**src/rtl/ttt_pkg.sv**
```systemverilog
// Shared tic-tac-toe definitions: cell codes, key codes, FSM states and the
// eight winning lines.
package ttt_pkg;

   localparam logic [1:0] CELL_EMPTY   = 2'd0;
   localparam logic [1:0] CELL_P1      = 2'd1;
   localparam logic [1:0] CELL_P2      = 2'd2;

   localparam logic [3:0] KEY_RESTART  = 4'd15;
   localparam logic [3:0] KEY_MAX_CELL = 4'd8;

   localparam logic [3:0] MOVES_FULL   = 4'd9;

   localparam int unsigned N_LINES = 8;

   typedef enum logic [1:0] {
      PLAY  = 2'd0,
      CHECK = 2'd1,
      WIN   = 2'd2,
      DRAW  = 2'd3
   } state_t;

   // Each entry is one line of three cell indices (rows, columns, diagonals).
   localparam logic [N_LINES-1:0][2:0][3:0] WIN_LINES = {
      {4'd2, 4'd4, 4'd6},
      {4'd0, 4'd4, 4'd8},
      {4'd2, 4'd5, 4'd8},
      {4'd1, 4'd4, 4'd7},
      {4'd0, 4'd3, 4'd6},
      {4'd6, 4'd7, 4'd8},
      {4'd3, 4'd4, 4'd5},
      {4'd0, 4'd1, 4'd2}
   };

   // Two-bit code of cell idx within an 18-bit board.
   function automatic logic [1:0] cell_of(input logic [17:0] b, input logic [3:0] idx);
      return b[{idx, 1'b0} +: 2];
   endfunction

endpackage

```
**src/rtl/ttt_win_detect.sv**
```systemverilog
// Combinational win detector: flags any completed line, reports its owner and
// the union of all cells lying on completed lines.
module ttt_win_detect
   import ttt_pkg::*;
(
   input  logic [17:0] board,
   output logic        win,
   output logic [1:0]  win_player,
   output logic [8:0]  win_mask
);

   logic [1:0] ca, cb, cc;

   // Scan all eight lines; a double line simply ORs into the mask.
   always_comb begin
      win        = 1'b0;
      win_player = CELL_EMPTY;
      win_mask   = '0;
      ca         = CELL_EMPTY;
      cb         = CELL_EMPTY;
      cc         = CELL_EMPTY;
      for (int unsigned l = 0; l < N_LINES; l++) begin
         ca = cell_of(board, WIN_LINES[l[2:0]][0]);
         cb = cell_of(board, WIN_LINES[l[2:0]][1]);
         cc = cell_of(board, WIN_LINES[l[2:0]][2]);
         if (ca != CELL_EMPTY && ca == cb && ca == cc) begin
            win        = 1'b1;
            win_player = ca;
            win_mask[WIN_LINES[l[2:0]][0]] = 1'b1;
            win_mask[WIN_LINES[l[2:0]][1]] = 1'b1;
            win_mask[WIN_LINES[l[2:0]][2]] = 1'b1;
         end
      end
   end

endmodule

```
**src/rtl/ttt_game_ctrl.sv**
```systemverilog
// Tic-tac-toe game sequencer: turn arbitration, board ownership, win/draw
// detection and blink-masked display copy of the board.
module ttt_game_ctrl
   import ttt_pkg::*;
#(
   parameter int unsigned BLINK_DIV    = 12500000,
   parameter int unsigned FIRST_PLAYER = 1
)(
   input  logic        clk,
   input  logic        rst,
   input  logic        key_valid,
   input  logic [3:0]  key_code,
   output logic [17:0] board,
   output logic [17:0] board_disp,
   output logic        turn,
   output logic        game_over,
   output logic [1:0]  winner,
   output logic [8:0]  win_mask,
   output logic        err
);

   localparam logic             FIRST_TURN = (FIRST_PLAYER == 2);
   localparam int unsigned      CNT_W      = $clog2(BLINK_DIV);
   localparam logic [CNT_W-1:0] CNT_LAST   = CNT_W'(BLINK_DIV - 1);

   state_t           state, state_nxt;
   logic [3:0]       move_cnt, move_cnt_nxt;
   logic [17:0]      board_nxt, disp_nxt;
   logic             turn_nxt, err_nxt, blink, blink_nxt;
   logic [1:0]       winner_nxt;
   logic [8:0]       win_mask_nxt;
   logic [CNT_W-1:0] blink_cnt, blink_cnt_nxt;

   logic             det_win;
   logic [1:0]       det_player;
   logic [8:0]       det_mask;
   logic             is_cell, is_restart;

   assign is_cell    = key_valid && (key_code <= KEY_MAX_CELL);
   assign is_restart = key_valid && (key_code == KEY_RESTART);

   ttt_win_detect u_win_detect (
      .board      (board),
      .win        (det_win),
      .win_player (det_player),
      .win_mask   (det_mask)
   );

   // Next-state and next-output logic; restart overrides every state.
   always_comb begin
      state_nxt     = state;
      board_nxt     = board;
      move_cnt_nxt  = move_cnt;
      turn_nxt      = turn;
      winner_nxt    = winner;
      win_mask_nxt  = win_mask;
      err_nxt       = 1'b0;
      blink_nxt     = 1'b0;
      blink_cnt_nxt = '0;
      if (is_restart) begin
         state_nxt    = PLAY;
         board_nxt    = '0;
         move_cnt_nxt = '0;
         turn_nxt     = FIRST_TURN;
         winner_nxt   = CELL_EMPTY;
         win_mask_nxt = '0;
      end else begin
         unique case (state)
            PLAY: begin
               if (is_cell) begin
                  if (cell_of(board, key_code) == CELL_EMPTY) begin
                     board_nxt[{key_code, 1'b0} +: 2] = turn ? CELL_P2 : CELL_P1;
                     if (move_cnt != MOVES_FULL) move_cnt_nxt = move_cnt + 4'd1;
                     state_nxt = CHECK;
                  end else begin
                     err_nxt = 1'b1;
                  end
               end
            end
            CHECK: begin
               if (det_win) begin
                  state_nxt    = WIN;
                  winner_nxt   = det_player;
                  win_mask_nxt = det_mask;
               end else if (move_cnt == MOVES_FULL) begin
                  state_nxt = DRAW;
               end else begin
                  turn_nxt  = ~turn;
                  state_nxt = PLAY;
               end
            end
            WIN: begin
               err_nxt = is_cell;
               if (blink_cnt == CNT_LAST) begin
                  blink_cnt_nxt = '0;
                  blink_nxt     = ~blink;
               end else begin
                  blink_cnt_nxt = blink_cnt + CNT_W'(1);
                  blink_nxt     = blink;
               end
            end
            DRAW: begin
               err_nxt = is_cell;
            end
            default: ;
         endcase
      end
   end

   // Display copy lags the board by a cycle, except restart blanks it at once.
   always_comb begin
      disp_nxt = board;
      if (blink) begin
         for (int unsigned k = 0; k < 9; k++) begin
            if (win_mask[k[3:0]]) disp_nxt[{k[3:0], 1'b0} +: 2] = CELL_EMPTY;
         end
      end
      if (is_restart) disp_nxt = '0;
   end

   // State and registered outputs, asynchronously reset.
   always_ff @(posedge clk or posedge rst) begin
      if (rst) begin
         state      <= PLAY;
         board      <= '0;
         board_disp <= '0;
         move_cnt   <= '0;
         turn       <= FIRST_TURN;
         winner     <= CELL_EMPTY;
         win_mask   <= '0;
         err        <= 1'b0;
         game_over  <= 1'b0;
         blink      <= 1'b0;
         blink_cnt  <= '0;
      end else begin
         state      <= state_nxt;
         board      <= board_nxt;
         board_disp <= disp_nxt;
         move_cnt   <= move_cnt_nxt;
         turn       <= turn_nxt;
         winner     <= winner_nxt;
         win_mask   <= win_mask_nxt;
         err        <= err_nxt;
         game_over  <= (state_nxt == WIN) || (state_nxt == DRAW);
         blink      <= blink_nxt;
         blink_cnt  <= blink_cnt_nxt;
      end
   end

endmodule

```
**config.mk**
```make
export PLATFORM = sky130hd
export DESIGN_NAME = ttt_game_ctrl
export DESIGN_NICKNAME = d
export VERILOG_FILES = /design/src/rtl/ttt_pkg.sv /design/src/rtl/ttt_win_detect.sv /design/src/rtl/ttt_game_ctrl.sv
export SDC_FILE = /design/constraint.sdc
export NUM_CORES = 1
export LEC_CHECK = 0
export ABC_CLOCK_PERIOD_IN_PS = 6600
export BUFFER_PORTS_ARGS = -buffer_cell sky130_fd_sc_hd__buf_4
export CAP_MARGIN = 15
export CORE_AREA = 5 5 95 97
export CTS_CLUSTER_DIAMETER = 100
export CTS_CLUSTER_SIZE = 16
export DETAILED_ROUTE_END_ITERATION = 10
export DIE_AREA = 0 0 100 102
export PLACE_DENSITY = 0.73
export SLEW_MARGIN = 20
export SYNTH_ARGS = -nofsm -noshare
export SYNTH_HDL_FRONTEND = slang
export SYNTH_SLANG_ARGS = --single-unit
```
**constraint.sdc**
```tcl
create_clock -name clk -period 6.6 [get_ports clk]
set_input_delay 0.66 -clock clk [delete_from_list [all_inputs] [get_ports clk]]
set_output_delay 0.66 -clock clk [all_outputs]
set_load 0.01 [all_outputs]
```
==> run metrics <==
Final Max Tran Viols=0; Iteration-0 DRC Markers=294; grt ovf=0; worst vdd ir=0.000156 V; Final min period=2850 ps; FF+latch count, synth=81; H-tree depth=3; Routability Congestion=0.890; Avg Vias per Cell=6.01; met1 usage=32.2%; leakage power=2.34 nW; Synth area leaders=dfrtp_1 (47%), nor2_1 (4.8%), nand3_1 (4.6%), and3_1 (4.4%), nand2_1 (3.5%); Worst path max stage delay=640 ps; post-CTS sizing=0; drt pass-1 iters=5; DR DRC count=0; CTS sink cnt=81; first-pass GRT wire length=18400 um; wire per inst=17.6 um; largest net degree at the start of global routing=82; clock root buffer=clkbuf_8; result of the run=finished, final reports clean; Critical Setup Path Class=register to register; synthesis-to-layout area growth=14.7%; count of cell types in the netlist=57; met2 GRT Util=34.8%; TritonCTS clock tree=built; Setup crit start kind=register; Crit Path Max Fanout=14; initial antenna violation count=0; Site Rows=33; busiest layer in global routing=met2; placed wire-length estimate=7490 um; crit path cell chain=and3_1 -> o2111ai_1 -> nand2_1 -> nor4_1 -> a21boi_2 -> nor2_1 -> o2bb2ai_1; clock tree buffer depth=2; Final #Nets=527; Post-synth ARST share=100%; Reg clk slew, reported paths=80 ps; Mean Syn Cell Area=9.12 um^2; Hold Path Class=input port to async pin; ANT nets after route=0; routed wire length=11000 um; CTS Buf Count=9; synthesized cell area=4310 um^2; Initial Util=53.6%; DR vias=3748; period utilisation layout=43.3%; design area=4950 um^2; Mapped Cells=473; Antenna diodes=0; worst endpoint required time=6870 ps; relative slew slack=48.0%; Post-CTS Hold Buffers=0; TNS Setup=0 ps; worst slew pin tran=772 ps; Die X=100 um; Die Y=102 um; Core Footprint=8050 um^2; count of flip-flops with a built-in enable after synthesis=0; M3 GR Usage=4.30%; vias in the first global route=3554; GRT Total Usage=22.6%; Post-synth top flop=dfrtp_1; RSZ-0062 raised after global routing=no; layout cells sized above 1=15.8%; Yosys Warn Count=0; final-report hold violation count=0; cell area after placement=4750 um^2; Skew-Pair Late Insertion Delay=350 ps; WP data arrival=3130 ps; sequential fraction of the synthesis area=47.0%; post-synth top area share=47.0%; max-cap violations=0; Syn Nets=486; die area=10200 um^2; crit end category=register; Setup Fix Bufs, Post-CTS=0; I/O Buffers=56; I/O pin count=57; FILL cells=684; Worst path slowest cell=nor2_1; maximum operating frequency=350 MHz; power per cell area=257 nW/um^2; # setup viols final=0; Layout Skew=10.2 ps; Synth area leader=dfrtp_1; Tot Pwr=1.27 mW
## through the flow
step                      utilization (%)  hold WS (ps)  setup WS [ps]  std cells
after floorplan                         -           455           3860        473
after global routing                 61.5           530           3580        624
final                                61.5           478           3750        624
after detailed placement             59.0           495           3670        608
after CTS                            61.4           509           3860        624
after global placement               59.0           480           3750        608
## sequential cells by signal, summed over array words and instances (netlist names), 2 cells and up
register / flops
board: 18
state: 2
win_mask: 9
board_disp: 18
move_cnt: 4
blink_cnt: 24
winner: 2
## synthesized netlist by cell type, drive strengths merged (3+ instances only)
library cell and number:
nand2b 8, xor2 14, inv 11, nor3 15, nand3 40, or2 4
nor4 5, o311ai 3, a21o 3, a21oi 17, ha 6, nor2b 6
dfrtp 81, clkbuf 15, o21ai 21, a211oi 3, o2111ai 3, nand2 40
buf 13, nand4b 3, nor2 56, o2bb2ai 10, xnor2 12, or3 11
and3 30, nand4 4, and4 3, mux2i 6
## where the power goes
| part | internal (mW) | leakage [nW] | switching [mW] |
|---|---|---|---|
| registers | 0.547 | 1.11 | 0.0895 |
| logic | 0.119 | 1.13 | 0.150 |
| clock network | 0.186 | 0.0970 | 0.181 |
| total | 0.852 | 2.34 | 0.420 |
## worst max-delay path: cells and delay by family (launching register included)
kind | cells | cell delay (ps)
and+or+nand+nor | 4 | 1640
DFF | 1 | 560
AOI/OAI and AO/OA | 3 | 570
## cell families after synthesis
group                      Yosys count  synth area share [%]
and+or+nand+nor                    234                  27.8
muxes                                6                  1.39
buffers and inverters               39                  4.03
AOI/OAI and AO/OA                   81                  12.7
xor gates and xnor gates            26                  5.28
DFF                                 81                  47.0
adders and majority gates            6                  1.74
## area by class of cell
type,instances,area (um^2),area share (%)
Timing Repair Buffer,58,439,8.87
Multi-Input combinational cell,353,2110,42.7
Tap cell,105,131,2.65
Inverter,11,42.5,0.860
Sequential cell,81,2030,41.0
Clock inverter,4,51.3,1.04
Clock buffer,12,145,2.93
## final timing paths
path	startpoint	end	slack, ps	cells after the start
max	board[9]	win_mask[7]	3750	7
min	rst	board[14]	480	3
max reg2reg	board[9]	win_mask[7]	3750	7
min reg2reg	blink_cnt[0]	blink_cnt[0]	510	1
max in group asynchronous	rst	blink_cnt[11]	5590	3
min in group clk	blink_cnt[0]	blink_cnt[0]	510	1
## per-layer routing
metal,vias to the layer above,part of all wire [%]
met1,1811,45
met3,16,6.7
li1,1766,-
met4,0,1.1
met2,155,48
met5,-,0
## cell usage in the layout (no fill, tap or decap), drive strengths merged, types with 10 or more instances in the layout
cell / n
a21oi: 17
and3: 30
buf: 58
clkbuf: 12
dfrtp: 81
inv: 11
nand2: 40
nand3: 40
nor2: 56
nor3: 15
o21ai: 21
o2bb2ai: 10
or3: 11
xnor2: 12
xor2: 14
(Power assumes the default switching activity.)
